--- config.mk ---
export PLATFORM = sky130hd
export DESIGN_NAME = vga_fb_arbiter
export DESIGN_NICKNAME = d
export VERILOG_FILES = /design/src/rtl/vga_fb_arbiter.sv
export SDC_FILE = /design/constraint.sdc
export NUM_CORES = 1
export LEC_CHECK = 0
export BUFFER_PORTS_ARGS = -buffer_cell sky130_fd_sc_hd__buf_4
export CORE_AREA = 2 2 55 108
export CTS_CLUSTER_SIZE = 40
export DETAILED_ROUTE_END_ITERATION = 8
export DIE_AREA = 0 0 57 110
export HOLD_SLACK_MARGIN = 0.03
export PLACE_DENSITY = 0.78
export SYNTH_ARGS = -nofsm -noshare
export SYNTH_HDL_FRONTEND = slang
export SYNTH_SLANG_ARGS = --single-unit
--- constraint.sdc ---
create_clock -name clk -period 1.5 [get_ports clk]
set_input_delay 0.15 -clock clk [delete_from_list [all_inputs] [get_ports clk]]
set_output_delay 0.15 -clock clk [all_outputs]
set_load 0.01 [all_outputs]
--- src/rtl/vga_fb_arbiter.sv ---
// Single-port framebuffer arbiter: guaranteed scanout read per pixel strobe, two write ports share the rest.
// Build option VGA_ARB_FIXED_PRIO_EN: port A always beats port B (no last_grant state kept).
module vga_fb_arbiter #(
    parameter int ADDR_W = 19,
    parameter int DATA_W = 12
) (
    input  logic              clk,
    input  logic              reset,
    input  logic              ck_stb,
    input  logic              scan_req,
    input  logic [ADDR_W-1:0] scan_addr,
    output logic [DATA_W-1:0] scan_data,
    output logic              scan_valid,
    input  logic              wa_valid,
    output logic              wa_ready,
    input  logic [ADDR_W-1:0] wa_addr,
    input  logic [DATA_W-1:0] wa_data,
    input  logic              wb_valid,
    output logic              wb_ready,
    input  logic [ADDR_W-1:0] wb_addr,
    input  logic [DATA_W-1:0] wb_data,
    output logic [ADDR_W-1:0] mem_addr,
    output logic              mem_we,
    output logic [DATA_W-1:0] mem_wdata,
    input  logic [DATA_W-1:0] mem_rdata
);

    logic scan_slot;
    logic write_slot;
    logic grant_a;
    logic grant_b;
    logic rd_p1;
    logic rd_p2;

    // Scanout owns the RAM on every displayed strobe; everything else is a write slot.
    always_comb begin
        scan_slot  = ck_stb && scan_req;
        write_slot = reset && !scan_slot;
    end

`ifdef VGA_ARB_FIXED_PRIO_EN
    always_comb begin
        grant_a = write_slot && wa_valid;
        grant_b = write_slot && wb_valid && !wa_valid;
    end
`else
    typedef enum logic {
        GRANT_A = 1'b0,
        GRANT_B = 1'b1
    } grant_t;

    grant_t last_grant;
    grant_t next_grant;

    always_ff @(posedge clk) begin
        if (!reset) begin
            last_grant <= GRANT_B;
        end else begin
            last_grant <= next_grant;
        end
    end

    // Round-robin only matters under contention; a lone requester always wins.
    always_comb begin
        grant_a    = 1'b0;
        grant_b    = 1'b0;
        next_grant = last_grant;
        if (write_slot) begin
            if (wa_valid && wb_valid) begin
                grant_a = (last_grant == GRANT_B);
                grant_b = (last_grant == GRANT_A);
            end else begin
                grant_a = wa_valid;
                grant_b = wb_valid;
            end
        end
        if (grant_a) begin
            next_grant = GRANT_A;
        end else if (grant_b) begin
            next_grant = GRANT_B;
        end
    end
`endif

    assign wa_ready = grant_a;
    assign wb_ready = grant_b;

    // Stage p0 -> p1: registered RAM command; address/data hold when the slot is unused.
    always_ff @(posedge clk) begin
        if (!reset) begin
            mem_addr  <= '0;
            mem_wdata <= '0;
            mem_we    <= 1'b0;
        end else begin
            mem_we <= 1'b0;
            if (scan_slot) begin
                mem_addr <= scan_addr;
            end else if (grant_a) begin
                mem_addr  <= wa_addr;
                mem_wdata <= wa_data;
                mem_we    <= 1'b1;
            end else if (grant_b) begin
                mem_addr  <= wb_addr;
                mem_wdata <= wb_data;
                mem_we    <= 1'b1;
            end
        end
    end

    // Stages p1 -> p2 -> output: read valid tracks the RAM latency, p2 lands rdata.
    always_ff @(posedge clk) begin
        if (!reset) begin
            rd_p1      <= 1'b0;
            rd_p2      <= 1'b0;
            scan_valid <= 1'b0;
            scan_data  <= '0;
        end else begin
            rd_p1      <= scan_slot;
            rd_p2      <= rd_p1;
            scan_valid <= rd_p2;
            if (rd_p2) begin
                scan_data <= mem_rdata;
            end
        end
    end

endmodule

# Word-level counts from Yosys, hierarchy flattened
# Cells that the tools add are included.
[totals]
regBits = 48
word_cells = 32
out_inout_bits = 47
inputBits = 99
[op_classes]
bitwise = 3
n_mux = 13
n_reduce_logical = 8
[ops]
columns = ["op", "count"]
rows = [
  ["two-way mux 19 bit", 3],
  ["two-way mux 12 bit", 2],
  ["two-way mux 1 bit", 8],
  ["logical AND 1 bit", 3],
  ["NOT 1 bit", 3],
  ["nonzero test 3 bit", 1],
  ["AND reduction 2 bit", 1],
  ["nonzero test 2 bit", 1],
  ["OR reduction 2 bit", 1],
  ["logical NOT 1 bit", 1],
]

# Longest topological paths before layout
[logic_depth]
ltp_word = 7
depth_mapped = 7
ltp_nobuf = 5

# Least setup slack after synthesis
# Ideal clock, no wire load.
[synth_path]
path_kind = "reg2reg"
from = "reg last_grant"
to = "reg mem_wdata[0]"
stages_incl_launch_ff = 7
period_less_slack_ps = 1178
setup_ps = 122
arrival_time_ps = 1056
required_time_ps = 1378
path_buffers = 1
slack_ps = 322
cell_sequence = "dfxtp_1 > nand2b_1 > nand3_4 > clkinv_4 > buf_12 > a21oi_2 > a21oi_2"
[synth_via]
elab_cells_between_ends = 8
classes_between = "mux: 5; bitwise: 1; reduce/logical: 2"
[synth_lines]
columns = ["element", "line_no", "source"]
rows = [
  ["start, declared", "52", "grant_t last_grant;"],
  ["start signal, assigned", "59", "last_grant <= next_grant;"],
  ["two-way mux 1 bit *", "69", "if (wa_valid && wb_valid) begin"],
  ["two-way mux 1 bit *", "68", "if (write_slot) begin"],
  ["named net wa_ready", "15", "output logic wa_ready,"],
  ["nonzero test 2 bit (no line)", "-", ""],
  ["AND reduction 2 bit (no line)", "-", ""],
  ["end signal, assigned", "100", "mem_wdata <= wa_data;"],
  ["end signal, assigned", "104", "mem_wdata <= wb_data;"],
  ["end, declared", "24", "output logic [DATA_W-1:0] mem_wdata,"],
]
# The timed path passes the listed nets; every way through them passes the cells marked *.
# A chain may end at the register's enable or synchronous reset.

# Worst setup path in the final report
[layout_path]
from = "reg last_grant"
to = "out wa_ready"
[layout_via]
elab_chain_len = 2
[layout_lines]
columns = ["element", "line_no"]
rows = [
  ["two-way mux 1 bit", "69"],
  ["two-way mux 1 bit", "68"],
  ["end, declared", "15"],
]
# Every way passes these cells.

==> metrics.txt <==
starting density of the core=0.407; register bit count reported by yosys=48; post-synthesis sequential area ratio=0.436; Clk Tree Root Cell=clkbuf_8; pwr/cell area=867 mW/mm^2; Placement Setup Slack=0.202 ns; Lkg Pwr=1.58 nW; Final min period=1.42 ns; Max Slew Vio Count=0; Area Growth Syn to Fin=55.5%; PortBufs=145; slowest stage delay, CP=0.33 ns; WS Path Type=flop to output port; internal power=2.14 mW; syn nets=326; routed len/inst=15.9 um; CTS tree=yes; CP max FO=12; Initial DRT Pass Iterations=4; total clock sinks=48; Worst setup SP type=flop; H-tree levels=2; FMAX=703 MHz; kind of end point of the critical path=output port; commonest non-fill, non-tap cell in the layout=buf_4; DPL Wire Length=5.27 mm; ant diodes=0; clock network power share=0.273; met2 wire length=4.02 mm; Cell Rows=38; Period Utilization, post-route=0.949; Worst-Skew Late Latency=0.30 ns; Final Wtd Congestion=0.805; Max IR drop VDD=0.000774 V; Flop pwr share=0.476; Max-slew headroom=0.743; sw power=0.831 mW; Reg2Reg Depth=5; Synth cell types=27; Routed Antenna Nets=0; Worst-Margin Slew=0.386 ns; type of the most critical hold path=primary input to flop; Die Y=110 um; total area of sequential cells=961 sq um; Inserted Clock Buffers=5; fin area=0.00343 sq mm; worst setup margin=0.0765 ns; hold depth=3; Hold Crit Start=mem_rdata[0]; outcome=finished clean; met1 wire length=2.28 mm; die area=0.00627 sq mm; Starting DRT DRC Count=47; multi-input logic area=0.00111 sq mm; Worst path slowest cell=dfxtp_1; placed cells=420; worst reg2reg endpoint=mem_addr[12]; DR vias=2220; via count of the first global-routing pass=2250; nets@finish=467; FF-to-FF Start=last_grant; endpoints failing hold=0; most frequent cells in the layout=buf_4, dfxtp_1, a21oi_2, nand2_1, mux2i_1; IO Pins=146; Reg clk slew, reported paths=0.09 ns; CTS hold repair buffers=0; setup repair bufs after CTS=0; CP Data Arrival Time=1.27 ns; Routed WL=6.83 mm; WL met3=264 um; fin cells=429; dpl cell area=0.00331 sq mm; cells along the critical path=nand2b_2 > nand3_4 > clkinv_8 > buf_4; DRC=0; max cap viols=0; Max Buffers Root-to-Sink=2; fillers=498; final clock skew=0.00859 ns; Top Layer Used=met4; initial antenna violation count=0; Avg Cell Area, Syn=9.71 sq um; largest net degree at the start of global routing=24; Final setup viols=0; Core ar.=0.00542 sq mm; share of cells above drive strength 1=0.558; Mapped Cells=227; Net Sw Frac=0.280; synthesized cell area=0.00220 sq mm; Worst Setup SP=last_grant; worst path required time=1.35 ns; gr ovfl total=0; Synthesis Warnings=0; GRT Total Usage=0.209; Vias per Instance=5.17; Worst Hold End=scan_data[0]; global-route wire length before repair=10.3 mm; FF-to-FF setup slack=0.21 ns; Gate power share=0.251; Die X=57 um
[power by group through the flow]
stage               clock network (mW)  registers, mW  logic, mW
floorplan                            0           1.47      0.316
global placement                     0           1.44      0.733
detailed placement                   0           1.44      0.746
CTS                              0.837           1.41      0.749
global route                     0.903           1.42      0.808
finish                           0.811           1.41      0.746
[flip-flops by register name, indices dropped and copies added (netlist names)]
| register | flops |
|---|---|
| mem_addr | 19 |
| mem_wdata | 12 |
| scan_data | 12 |
| last_grant | 1 |
| mem_we | 1 |
| rd_p1 | 1 |
| rd_p2 | 1 |
| scan_valid | 1 |
[cells by family after synthesis]
group,share of synthesized area
compound gates,0.306
buf+inv,0.0664
flops,0.436
mux,0.0954
simple gates,0.0960
[critical path: cells and delay by family (launching register included)]
| family | cells | cell delay, ns |
|---|---|---|
| buffers and inverters | 2 | 0.28 |
| DFF | 1 | 0.33 |
| and+or+nand+nor | 2 | 0.36 |
[worst max path at each step]
| stage | end | cells past startpoint |
|---|---|---|
| after floorplan | mem_wdata[0] | 6 |
| after global placement | mem_wdata[10] | 6 |
| after detailed placement | mem_addr[0] | 5 |
| after CTS | wa_ready | 4 |
| after global routing | wa_ready | 4 |
| final | wa_ready | 4 |
[through the flow]
step | hold WS (ns) | power (mW) | setup TNS [ns] | utilization
final | 0.0870 | 2.97 | 0 | 0.632
after global routing | 0.0788 | 3.13 | -0.00162 | 0.632
after CTS | 0.0763 | 3.00 | 0 | 0.630
after detailed placement | 0.392 | 2.19 | 0 | 0.611
after global placement | 0.384 | 2.17 | 0 | 0.611
after floorplan | 0.284 | 1.79 | 0 | -
[cells in the mapped netlist]
master,count,area share
a21boi_4,1,0.0085
a21oi_1,6,0.014
a21oi_2,38,0.15
a22oi_1,9,0.031
and2_1,4,0.011
and3_1,1,0.0028
buf_12,2,0.018
buf_2,6,0.014
buf_4,3,0.010
buf_6,1,0.0051
clkbuf_1,7,0.012
clkinv_4,1,0.0040
dfxtp_1,48,0.44
inv_1,1,0.0017
inv_2,1,0.0017
mux2i_1,21,0.095
nand2_1,27,0.046
nand2_2,1,0.0028
nand2b_1,1,0.0028
nand3_4,1,0.0080
nor2_1,13,0.022
o211ai_1,1,0.0034
o21ai_0,11,0.025
o21ai_1,2,0.0045
o21ai_2,1,0.0040
o221ai_1,10,0.040
o22ai_1,9,0.026
[cell type report]
cell class / count / area share
clock inverter: 2 / 0.00438
multi-input combinational: 157 / 0.323
sequential: 48 / 0.280
timing repair inverter: 1 / 0.00256
tap: 60 / 0.0219
clock buffer: 6 / 0.0241
inverter: 3 / 0.00694
timing repair buffer: 152 / 0.337
[layer usage]
| layer | GRT usage | up-vias |
|---|---|---|
| met3 | 0.0280 | 19 |
| li1 | - | 1100 |
| met2 | 0.401 | 77 |
| met4 | 0.101 | 0 |
| met1 | 0.217 | 1024 |
| met5 | 0 | - |
[what timing repair did]
item,CTS,global route
cloned,0,1
gates resized for setup,1,1
endpoints found under the setup margin,1,1
pin swaps,0,1
Note: power is estimated with default switching activity, not from simulation.
